[src/rtl/temp_scan_if.sv]
// Bundle between temp_scan_controller, the sensor input bank, the shared
// abnormality detector and the plant alarm/status logic.
interface temp_scan_if #(
  parameter int NUM_CH = 4
);
  localparam int CHW = $clog2(NUM_CH);

  logic                  scanEn;
  logic                  clearAlarm;
  logic [7:0]            factoryBaseTemp;
  logic [NUM_CH*4-1:0]   coefVec;
  logic [NUM_CH*4-1:0]   sensorVec;
  logic [7:0]            detBaseTemp;
  logic [3:0]            detTempCoef;
  logic [3:0]            detSensorValue;
  logic                  detAbnormality;
  logic [CHW-1:0]        curCh;
  logic                  busy;
  logic                  scanDone;
  logic [NUM_CH-1:0]     alarmVec;

  modport slave (
    input  scanEn, clearAlarm, factoryBaseTemp, coefVec, sensorVec, detAbnormality,
    output detBaseTemp, detTempCoef, detSensorValue, curCh, busy, scanDone, alarmVec
  );

  modport master (
    output scanEn, clearAlarm, factoryBaseTemp, coefVec, sensorVec, detAbnormality,
    input  detBaseTemp, detTempCoef, detSensorValue, curCh, busy, scanDone, alarmVec
  );
endinterface

[src/rtl/temp_scan_controller.sv]
// Time-shares one abnormality detector across NUM_CH channels and tracks
// consecutive abnormal samples per channel. Optional: ALARM_LATCH_EN (sticky alarms).
//
//   state  | meaning
//   -------+--------------------------------------------------------------
//   IDLE   | not scanning; det* outputs hold
//   DRIVE  | det* registers load channel ch at the end of this cycle
//   SAMPLE | detector settled; counter of channel ch updates at cycle end
//   WAIT   | INTERVAL idle cycles between scans; det* outputs hold
module temp_scan_controller #(
  parameter int NUM_CH   = 4,
  parameter int THRESH   = 3,
  parameter int INTERVAL = 8
) (
  input  logic       clk,
  input  logic       rst,
  temp_scan_if.slave bus
);
  localparam int CHW = $clog2(NUM_CH);
  localparam int CW  = $clog2(THRESH + 1);
  localparam int WW  = $clog2(INTERVAL + 2);
  localparam logic [WW-1:0] WAIT_LOAD = WW'((INTERVAL > 0) ? INTERVAL - 1 : 0);

  typedef enum logic [1:0] {IDLE, DRIVE, SAMPLE, WAIT} state_t;

  state_t          state, state_nxt;
  logic [CHW-1:0]  ch, ch_nxt;
  logic [WW-1:0]   wait_cnt, wait_cnt_nxt;
  logic            done_nxt, scan_done;
  logic            last_ch;
  logic [7:0]      det_base;
  logic [3:0]      det_coef, det_sens;
  logic [CW-1:0]   cnt     [NUM_CH];
  logic [CW-1:0]   cnt_nxt [NUM_CH];
  logic [NUM_CH-1:0] hit, alarm, alarm_nxt;

  assign last_ch = (ch == CHW'(NUM_CH - 1));

  always_comb begin
    state_nxt    = state;
    ch_nxt       = ch;
    wait_cnt_nxt = wait_cnt;
    done_nxt     = 1'b0;
    unique case (state)
      IDLE: begin
        if (bus.scanEn) begin
          state_nxt = DRIVE;
          ch_nxt    = '0;
        end
      end
      DRIVE: state_nxt = SAMPLE;
      SAMPLE: begin
        if (!last_ch) begin
          ch_nxt    = ch + 1'b1;
          state_nxt = DRIVE;
        end else begin
          done_nxt = 1'b1;
          ch_nxt   = '0;
          if (INTERVAL > 0) begin
            state_nxt    = WAIT;
            wait_cnt_nxt = WAIT_LOAD;
          end else begin
            state_nxt = bus.scanEn ? DRIVE : IDLE;
          end
        end
      end
      WAIT: begin
        if (wait_cnt == '0) state_nxt = bus.scanEn ? DRIVE : IDLE;
        else                wait_cnt_nxt = wait_cnt - 1'b1;
      end
      default: state_nxt = IDLE;
    endcase
  end

  // Only the channel being sampled moves; abnormal saturates at THRESH.
  always_comb begin
    for (int i = 0; i < NUM_CH; i++) cnt_nxt[i] = cnt[i];
    if (state == SAMPLE) begin
      if (!bus.detAbnormality)          cnt_nxt[ch] = '0;
      else if (cnt[ch] != CW'(THRESH))  cnt_nxt[ch] = cnt[ch] + 1'b1;
    end
  end

  always_comb begin
    hit = '0;
    for (int i = 0; i < NUM_CH; i++) hit[i] = (cnt_nxt[i] == CW'(THRESH));
  end

`ifdef ALARM_LATCH_EN
  // A set landing in the same cycle as clearAlarm wins.
  assign alarm_nxt = hit | (alarm & ~{NUM_CH{bus.clearAlarm}});
`else
  logic unused_clear;
  assign unused_clear = bus.clearAlarm;
  assign alarm_nxt    = hit;
`endif

  always_ff @(posedge clk) begin
    if (rst) begin
      state     <= IDLE;
      ch        <= '0;
      wait_cnt  <= '0;
      scan_done <= 1'b0;
      alarm     <= '0;
      det_base  <= '0;
      det_coef  <= '0;
      det_sens  <= '0;
      for (int i = 0; i < NUM_CH; i++) cnt[i] <= '0;
    end else begin
      state     <= state_nxt;
      ch        <= ch_nxt;
      wait_cnt  <= wait_cnt_nxt;
      scan_done <= done_nxt;
      alarm     <= alarm_nxt;
      for (int i = 0; i < NUM_CH; i++) cnt[i] <= cnt_nxt[i];
      if (state == DRIVE) begin
        det_base <= bus.factoryBaseTemp;
        det_coef <= bus.coefVec[4*ch +: 4];
        det_sens <= bus.sensorVec[4*ch +: 4];
      end
    end
  end

  assign bus.detBaseTemp    = det_base;
  assign bus.detTempCoef    = det_coef;
  assign bus.detSensorValue = det_sens;
  assign bus.curCh          = ch;
  assign bus.busy           = (state == DRIVE) || (state == SAMPLE);
  assign bus.scanDone       = scan_done;
  assign bus.alarmVec       = alarm;
endmodule

[src/flat_wrapper.sv]
// flat-port wrapper written by rule: the top's interface ports become plain ports
module temp_scan_controller_flat 
#(
  parameter int NUM_CH   = 4,
  parameter int THRESH   = 3,
  parameter int INTERVAL = 8
)
  (clk, rst, bus_scanEn, bus_clearAlarm, bus_factoryBaseTemp, bus_coefVec, bus_sensorVec, bus_detAbnormality, bus_detBaseTemp, bus_detTempCoef, bus_detSensorValue, bus_curCh, bus_busy, bus_scanDone, bus_alarmVec);
  temp_scan_if #(.NUM_CH(NUM_CH)) bus_i ();
  input  logic clk;
  input  logic rst;
  input wire logic [$bits(bus_i.scanEn)-1:0] bus_scanEn;
  input wire logic [$bits(bus_i.clearAlarm)-1:0] bus_clearAlarm;
  input wire logic [$bits(bus_i.factoryBaseTemp)-1:0] bus_factoryBaseTemp;
  input wire logic [$bits(bus_i.coefVec)-1:0] bus_coefVec;
  input wire logic [$bits(bus_i.sensorVec)-1:0] bus_sensorVec;
  input wire logic [$bits(bus_i.detAbnormality)-1:0] bus_detAbnormality;
  output wire logic [$bits(bus_i.detBaseTemp)-1:0] bus_detBaseTemp;
  output wire logic [$bits(bus_i.detTempCoef)-1:0] bus_detTempCoef;
  output wire logic [$bits(bus_i.detSensorValue)-1:0] bus_detSensorValue;
  output wire logic [$bits(bus_i.curCh)-1:0] bus_curCh;
  output wire logic [$bits(bus_i.busy)-1:0] bus_busy;
  output wire logic [$bits(bus_i.scanDone)-1:0] bus_scanDone;
  output wire logic [$bits(bus_i.alarmVec)-1:0] bus_alarmVec;
  assign bus_i.scanEn = bus_scanEn;
  assign bus_i.clearAlarm = bus_clearAlarm;
  assign bus_i.factoryBaseTemp = bus_factoryBaseTemp;
  assign bus_i.coefVec = bus_coefVec;
  assign bus_i.sensorVec = bus_sensorVec;
  assign bus_i.detAbnormality = bus_detAbnormality;
  assign bus_detBaseTemp = bus_i.detBaseTemp;
  assign bus_detTempCoef = bus_i.detTempCoef;
  assign bus_detSensorValue = bus_i.detSensorValue;
  assign bus_curCh = bus_i.curCh;
  assign bus_busy = bus_i.busy;
  assign bus_scanDone = bus_i.scanDone;
  assign bus_alarmVec = bus_i.alarmVec;
  temp_scan_controller #(.NUM_CH(NUM_CH), .THRESH(THRESH), .INTERVAL(INTERVAL)) u_core (.clk(clk), .rst(rst), .bus(bus_i));
endmodule
[config.mk]
export PLATFORM = sky130hd
export DESIGN_NAME = temp_scan_controller_flat
export DESIGN_NICKNAME = d
export VERILOG_FILES = /design/src/rtl/temp_scan_if.sv /design/src/rtl/temp_scan_controller.sv /design/src/flat_wrapper.sv
export SDC_FILE = /design/constraint.sdc
export NUM_CORES = 1
export LEC_CHECK = 0
export ABC_AREA = 1
export CAP_MARGIN = 20
export CORE_MARGIN = 3
export CORE_UTILIZATION = 49
export DETAILED_ROUTE_END_ITERATION = 8
export PLACE_DENSITY_LB_ADDON = 0.3
export SLEW_MARGIN = 20
export SYNTH_ARGS = -nofsm -noshare
export SYNTH_HDL_FRONTEND = slang
export SYNTH_SLANG_ARGS = --single-unit
[constraint.sdc]
create_clock -name clk -period 4.2 [get_ports clk]
set_input_delay 0.84 -clock clk [delete_from_list [all_inputs] [get_ports clk]]
set_output_delay 0.84 -clock clk [all_outputs]
set_load 0.005 [all_outputs]
==> impl_metrics.tcl, run 1 <==
set metrics [dict create \
    power_density_mw_per_mm2 486 \
    grt_use_total_pct 20.8 \
    cp_data_arrival_time_ps 1650 \
    cts_root_buf "clkbuf_8" \
    synth_seq_cells 39 \
    final_common_cell "nor2_1" \
    rsz0062_at_grt "false" \
    crit_chain "clkdlybuf4s50_1" \
    tightest_slew_ps 620 \
    max_cap_violations 0 \
    area_delta_synth_final_pct 39.0 \
    synth_simple_gate_area_share_pct 29.8 \
    wl_um 4950 \
    clkLatencyLatePin_ps 300 \
    start_kind "register" \
    placed_area_mm2 0.00271 \
    io-pin-count 69 \
    grt_max_degree 21 \
    synth_ff_type "dfxtp_1" \
    syn_area_per_cell_um2 6.73 \
    postCtsHoldBufs 0 \
    cp.required_ps 3360 \
    cts_setup_buffers 0 \
    synth_fa_ha_area_share_pct 6.16 \
    viasPerCell 5.04 \
    first_pass_iters 5 \
    finalMaxSlewViolations 0 \
    ant_nets 0 \
    gp_congestion 0.975 \
    setup_viol_count_final 0 \
    cp_slowest_stage_delay_ps 720 \
    fillers 307 \
    cp_max_fo 20 \
    path_clk_slew_ps 80 \
    synth_compound_area_share_pct 15.7 \
    cts_sinks 39 \
    cts_tree "built" \
    synth_top_family_by_area "simple AND/OR/NAND/NOR gates" \
    design_area_mm2 0.00283 \
    finalSetupTns_ps 0 \
    post_cts_resized 0 \
    drt-initial-drc-count 91 \
    die_y_um 70.4 \
    insertedDiodeCount 0 \
    synth_nets 357 \
    vias 2097 \
    critPathTopFamily "flip-flops" \
    yosysSeqAreaShare_pct 38.4 \
    grt_pass1_wl_um 8400 \
    slew_headroom_pct 58.6 \
    postSynthCellCount 302 \
    core_mm2 0.00383 \
    async_flop_share_pct 0 \
    worstSetupPathType "register to output pin" \
    synth-edff-count 0 \
    hold_viol 0 \
    fin_skew_ps 7.16 \
    io_buffer_count 67 \
    grt_pass1_vias 1980 \
    synthXorXnorAreaFrac_pct 0 \
    cts_buffer_depth 2 \
    rows 22 \
    fmax_ghz 0.402 \
    final_cell_mix "nor2_1, clkdlybuf4s50_1, nand2_1" \
    yosysWarnings 0 \
    syn_area_mm2 0.00203 \
    crit_slowest_cell "dfxtp_1" \
    layout-drive-gt1-share_pct 5.16 \
    cp_num_buf_inv 1 \
    cts_inserted_buffers 5 \
    ys_types 25 \
    wl_per_cell_um 11.9 \
    dieArea_mm2 0.00496 \
    p_leak_nw 1.26 \
    dp_hpwl_um 3530 \
    period_needed_ps 2490 \
    grt_overflow 0 \
    htreeDepth 2 \
    nNetsFinal 422 \
    status "finished, final reports clean" \
    drc 0 \
    grt_antenna_before_repair 0 \
    start_util_pct 53.1 \
    whs_ps 502 \
    hold_path.class "register to register" \
    die_x_um 70.4 \
    synth_mux_area_share_pct 0 \
    timing.final.crit_share_pct 59.2 \
    ir_drop_mv 0.282 \
    cp-end-kind "output pin" \
]
layer usage:
layer | global-route usage (%) | wire (µm) | vias up
met2 | 34.2 | 2290 | 80
met5 | 0 | 0 | -
met3 | 8.92 | 495 | 6
met1 | 23.5 | 2090 | 921
li1 | - | - | 1090
met4 | 8.09 | 71 | 0
flip-flops by register name, indices dropped and copies added (netlist names), named ones only:
name / flops
u_core.bus.detTempCoef: 4
u_core.bus.alarmVec: 4
u_core.bus.detSensorValue: 4
u_core.bus.detBaseTemp: 8
u_core.wait_cnt: 4
u_core.state: 2
u_core.bus.curCh: 2
u_core.cnt: 8
u_core.bus.scanDone: 1
cells by family (layout without fill, tap and decap cells):
kind of cell / Yosys count / count (layout)
AND/OR/NAND/NOR: 145 / 145
buffers and inverters: 47 / 113
AO/OA/AOI/OAI: 61 / 61
adder cells (fa/ha/maj): 10 / 10
flip-flops: 39 / 39
final timing paths:
check	startpoint	endpoint	slack [ps]	depth (start not counted)
setup / recovery	u_core.bus.curCh[0]	bus_curCh[0]	1710	1
hold / removal	u_core.bus.detBaseTemp[5]	u_core.bus.detBaseTemp[5]	500	2
setup reg to reg	u_core.bus.curCh[0]	u_core.cnt[2][0]	2260	7
hold reg to reg	u_core.bus.detBaseTemp[5]	u_core.bus.detBaseTemp[5]	500	2
per-stage QoR:
stage | power (mW) | worst slack, ps | util, % | instances
6_report | 1.37 | 1710 | 73.8 | 416
5_1_grt | 1.48 | 1610 | 73.8 | 416
4_1_cts | 1.38 | 1690 | 73.8 | 416
3_5_place_dp | 1.05 | 1880 | 70.8 | 408
3_3_place_gp | 1.04 | 1920 | 70.8 | 408
2_1_floorplan | 0.846 | 2610 | - | 302
report_power, final:
| group | internal, mW | switching (mW) | leakage [nW] | total, mW |
|---|---|---|---|---|
| combinational | 0.256 | 0.282 | 0.882 | 0.538 |
| sequential | 0.444 | 0.0623 | 0.319 | 0.506 |
| clock | 0.192 | 0.135 | 0.0612 | 0.327 |
| total | 0.892 | 0.480 | 1.26 | 1.37 |
layout make-up:
cell class	count	area [µm²]	share of cell area, %
Clock buffer	6	82.6	2.92
Timing Repair Buffer	68	678	24.0
Sequential cell	39	781	27.6
Clock inverter	2	35.0	1.24
Tap cell	48	60.1	2.13
Multi-Input combinational cell	216	1050	37.2
Inverter	37	139	4.92
synthesized netlist by cell type (2+ instances only):
master	number	area, µm²
o22ai_1	9	56.3
inv_2	3	11.3
dfxtp_1	39	781
o21ai_0	31	155
nor3_1	3	15.0
o21ai_1	11	55.1
buf_6	2	22.5
nand2_1	45	169
nand3_1	11	55.1
ha_1	10	125
nand4_1	2	12.5
a21oi_1	9	45.0
buf_2	4	20.0
or2_2	5	31.3
inv_1	34	128
nor2_1	75	282
Note: power is estimated with default switching activity, not from simulation.
==> run 2: changes to the inputs <==
Settings changed: CORE_UTILIZATION 49 to 45.
Clock period 4.2 ns to 2.5 ns, I/O delays scaled along.
==> impl_metrics.tcl, run 2 (synthesized netlist as in run 1, its figures left out) <==
set metrics [dict create \
    status "finished, final reports clean" \
    fillers 371 \
    postCtsHoldBufs 0 \
    clkLatencyLatePin_ps 290 \
    start_kind "register" \
    layoutNonFillerInstCount 420 \
    reg2reg_depth 12 \
    hold_viol 0 \
    power_density_mw_per_mm2 818 \
    wl_per_cell_um 12.0 \
    pwr-share-clk_pct 23.7 \
    p_comb_share_pct 40.8 \
    final_cell_mix "nor2_1, clkdlybuf4s50_1, nand2_1" \
    core_mm2 0.00417 \
    rr_endpoint "u_core.bus.alarmVec[0]" \
    rows 23 \
    multi_input_area_mm2 0.00105 \
    cp_data_arrival_time_ps 1610 \
    timing.final.crit_share_pct 84.6 \
    grt_pass1_wl_um 8670 \
    r2r_slack_ps 600 \
    cp_max_fo 6 \
    cp-end-kind "output pin" \
    dp_cells 412 \
    final_common_cell "nor2_1" \
    worstSetupEndpoint "bus_busy" \
    wl_um 5030 \
    hold_path.class "register to register" \
    cts_sinks 39 \
    gp_congestion 0.948 \
    dieArea_mm2 0.00536 \
    cts_root_buf "clkbuf_8" \
    tightest_slew_ps 486 \
    fmax_ghz 0.473 \
    io-pin-count 69 \
    rsz0062_at_grt "false" \
    finalMaxSlewViolations 0 \
    io_buffer_count 67 \
    grt_antenna_before_repair 0 \
    switching_power_uw 814 \
    cts_setup_buffers 0 \
    grt_pass1_vias 2055 \
    start_util_pct 48.7 \
    power.internal_mw 1.51 \
    die_x_um 73.2 \
    first_pass_iters 4 \
    period_needed_ps 2110 \
    register_area_um2 781 \
    placed_area_mm2 0.00273 \
    insertedDiodeCount 0 \
    vias 2104 \
    holdPathStages 2 \
    drc 0 \
    layout-drive-gt1-share_pct 5.68 \
    design_area_mm2 0.00284 \
    whs_ps 499 \
    cts_inserted_buffers 5 \
    ant_nets 0 \
    slew_headroom_pct 67.6 \
    post_cts_resized 0 \
    cts_buffer_depth 2 \
    ir_drop_mv 0.423 \
    max_cap_violations 0 \
    htreeDepth 2 \
    dp_hpwl_um 3680 \
    area_delta_synth_final_pct 39.9 \
    startpoint "u_core.state[0]" \
    p_seq_share_pct 35.5 \
    die_y_um 73.2 \
    drt-initial-drc-count 121 \
    viasPerCell 5.01 \
    p_total_mw 2.33 \
    cp.required_ps 2000 \
    fin_skew_ps 6.07 \
    grt_overflow 0 \
    worstSetupPathType "register to output pin" \
    nNetsFinal 424 \
    p_leak_nw 1.27 \
    grt_use_total_pct 20.5 \
    path_clk_slew_ps 80 \
    swShare_pct 35.0 \
    grt_max_degree 21 \
    setup_viol_count_final 0 \
    cts_tree "built" \
    finalSetupTns_ps 0 \
]
## run 2: changes by cell type in the layout (fill, tap and decap cells not counted), sizes merged
cell / delta
buf: +2
## run 2: final cells by class
type	instances	area share, %
Multi-Input combinational cell	216	36.9
Sequential cell	39	27.5
Timing Repair Buffer	70	24.4
Inverter	37	4.89
Clock buffer	6	2.90
Tap cell	50	2.20
Clock inverter	2	1.23
## run 2: power by group through the flow
stage / registers, mW / logic, mW / clock network, mW
final: 0.826 / 0.948 / 0.551
after global routing: 0.841 / 1.09 / 0.578
after CTS: 0.824 / 0.954 / 0.558
after detailed placement: 0.837 / 0.948 / 0
after global placement: 0.831 / 0.932 / 0
after floorplan: 0.840 / 0.581 / 0
## run 2: worst min-delay path by stage
stage | from | endpoint | slack (ps)
detailed placement | u_core.bus.detBaseTemp[4] | u_core.bus.detBaseTemp[4] | 480
global placement | u_core.wait_cnt[2] | u_core.wait_cnt[2] | 470
finish | u_core.bus.detBaseTemp[5] | u_core.bus.detBaseTemp[5] | 500
floorplan | u_core.wait_cnt[2] | u_core.wait_cnt[2] | 460
global route | u_core.wait_cnt[2] | u_core.wait_cnt[2] | 520
CTS | u_core.wait_cnt[2] | u_core.wait_cnt[2] | 500
## run 2: per-layer routing
layer	up-vias	track usage, %	share of wire (%)
met2	87	34.3	44
li1	1096	-	-
met1	909	22.0	42
met3	12	9.78	12
met4	0	8.40	2.4
met5	-	0	0
## run 2: worst max-delay path, stage by stage (launching register included)
cell             delay (ps)
dfxtp_1                 430
inv_1                   110
ha_1                    280
clkdlybuf4s50_1         500
## run 2: through the flow
stage	setup WS, ps	utilization (%)
floorplan	936	-
global placement	690	65.3
detailed placement	662	65.3
CTS	389	68.1
global route	306	68.1
finish	386	68.1
==> run 3: changes to the inputs <==
Clock period 2.5 ns to 2.08 ns, I/O delays scaled along.
==> impl_metrics.tcl, run 3 (synthesized netlist as in run 1, its figures left out) <==
set metrics [dict create \
    tightest_slew_ps 574 \
    rsz0062_at_grt "false" \
    cts_inserted_buffers 5 \
    hold_path.class "register to register" \
    reg2reg_depth 12 \
    r2r_slack_ps 240 \
    crit_chain "inv_1 -> ha_1 -> clkdlybuf4s50_1" \
    io-pin-count 69 \
    cp.required_ps 1660 \
    start_kind "register" \
    hp-start "u_core.wait_cnt[2]" \
    rows 23 \
    path_clk_slew_ps 80 \
    insertedDiodeCount 0 \
    nNetsFinal 424 \
    drt-initial-drc-count 96 \
    p_leak_nw 1.28 \
    area_delta_synth_final_pct 40.8 \
    fin_ws_ps 122 \
    start_util_pct 48.7 \
    grt_use_total_pct 20.3 \
    grt_max_degree 21 \
    grt_overflow 0 \
    ir_drop_mv 0.506 \
    vias 2117 \
    cp-end-kind "output pin" \
    setup_viol_count_final 0 \
    die_y_um 73.2 \
    rr_endpoint "u_core.bus.alarmVec[2]" \
    max_cap_violations 0 \
    wl_um 5140 \
    status "finished, final reports clean" \
    place_ws_ps 246 \
    finalSetupTns_ps 0 \
    power_density_mw_per_mm2 1010 \
    final_common_cell "nor2_1" \
    cp_num_buf_inv 2 \
    fillers 354 \
    fin_skew_ps 6.18 \
    die_x_um 73.2 \
    cp_max_fo 5 \
    dp_hpwl_um 3780 \
    grt_pass1_vias 1946 \
    gp_congestion 0.957 \
    timing.final.crit_share_pct 94.1 \
    cts_buffer_depth 2 \
    drc 0 \
    ant_nets 0 \
    grt_pass1_wl_um 8570 \
    holdPathStages 2 \
    layout-drive-gt1-share_pct 5.95 \
    slew_headroom_pct 61.7 \
    cts_root_buf "clkbuf_8" \
    worstSetupPathType "register to output pin" \
    core_mm2 0.00417 \
    cts_tree "built" \
    postCtsHoldBufs 0 \
    cp_data_arrival_time_ps 1540 \
    clkLatencyLatePin_ps 290 \
    io_buffer_count 67 \
    htreeDepth 2 \
    period_needed_ps 1960 \
    hold_end "u_core.wait_cnt[2]" \
    finalMaxSlewViolations 0 \
    viasPerCell 5.04 \
    critPathTopFamily "buffers and inverters" \
    cts_sinks 39 \
    final_cell_mix "nor2_1, clkdlybuf4s50_1, nand2_1" \
    hold_viol 0 \
    dieArea_mm2 0.00536 \
    fmax_ghz 0.511 \
    crit_slowest_cell "clkdlybuf4s50_1" \
    wl_per_cell_um 12.2 \
    first_pass_iters 4 \
    grt_antenna_before_repair 0 \
    cp_slowest_stage_delay_ps 500 \
]
[run 3: cell count changes in the layout (fill, tap and decap cells not counted), sizes merged]
cell / delta
bufinv: +1
clkinv: -1
[run 3: cell type report]
type	count	area, µm²	share of cell area, %
Clock buffer	6	72.6	2.54
Clock inverter	2	60.1	2.10
Inverter	37	139	4.86
Multi-Input combinational cell	216	1050	36.7
Sequential cell	39	783	27.4
Tap cell	50	62.6	2.19
Timing Repair Buffer	70	693	24.2
[run 3: worst max-delay path by stage]
stage                          startpoint                      to  slack [ps]  depth (start not counted)
final                     u_core.state[1]                bus_busy         120                          3
after global routing             register  u_core.bus.alarmVec[2]          20                         12
after CTS                 u_core.state[0]                bus_busy          70                          3
after detailed placement         register  u_core.bus.alarmVec[2]         250                         12
after global placement           register  u_core.bus.alarmVec[0]         280                         12
after floorplan                  register  u_core.bus.alarmVec[0]         520                         12
[run 3: worst register-to-register path: cells and delay by family (launching register included)]
| kind | cells | cell delay, ps |
|---|---|---|
| and+or+nand+nor | 7 | 890 |
| DFF | 1 | 370 |
| buffers and inverters | 3 | 260 |
| adders and majority gates | 1 | 180 |
| AOI/OAI and AO/OA | 1 | 70 |
[run 3: timing repair]
| item | in CTS | in global routing |
|---|---|---|
| resized for setup | 0 | 2 |
| buffers inserted | 0 | 0 |
| endpoints found under the setup margin | 0 | 5 |
[run 3: report_power, final]
part,switching [mW],total [mW],internal [mW]
sequential,0.0946,0.994,0.900
combinational,0.624,1.15,0.530
clock,0.264,0.744,0.479
total,0.983,2.89,1.91
[run 3: stage by stage]
step | total power, mW | cells | hold slack [ps] | util (%) | cell area (µm²)
after detailed placement | 2.14 | 412 | 484 | 65.3 | 2730
final | 2.89 | 420 | 500 | 68.5 | 2860
after global placement | 2.11 | 412 | 474 | 65.3 | 2730
after CTS | 2.91 | 420 | 496 | 68.5 | 2860
after floorplan | 1.71 | 302 | 457 | - | 2030
after global routing | 3.10 | 420 | 527 | 68.5 | 2860
[run 3: routing by layer]
| metal | global-route usage, % | wire [µm] | up-vias |
|---|---|---|---|
| met5 | 0 | 0 | - |
| met4 | 6.15 | 67 | 0 |
| met3 | 7.85 | 512 | 9 |
| met2 | 34.6 | 2430 | 83 |
| met1 | 23.4 | 2130 | 932 |
| li1 | - | - | 1093 |
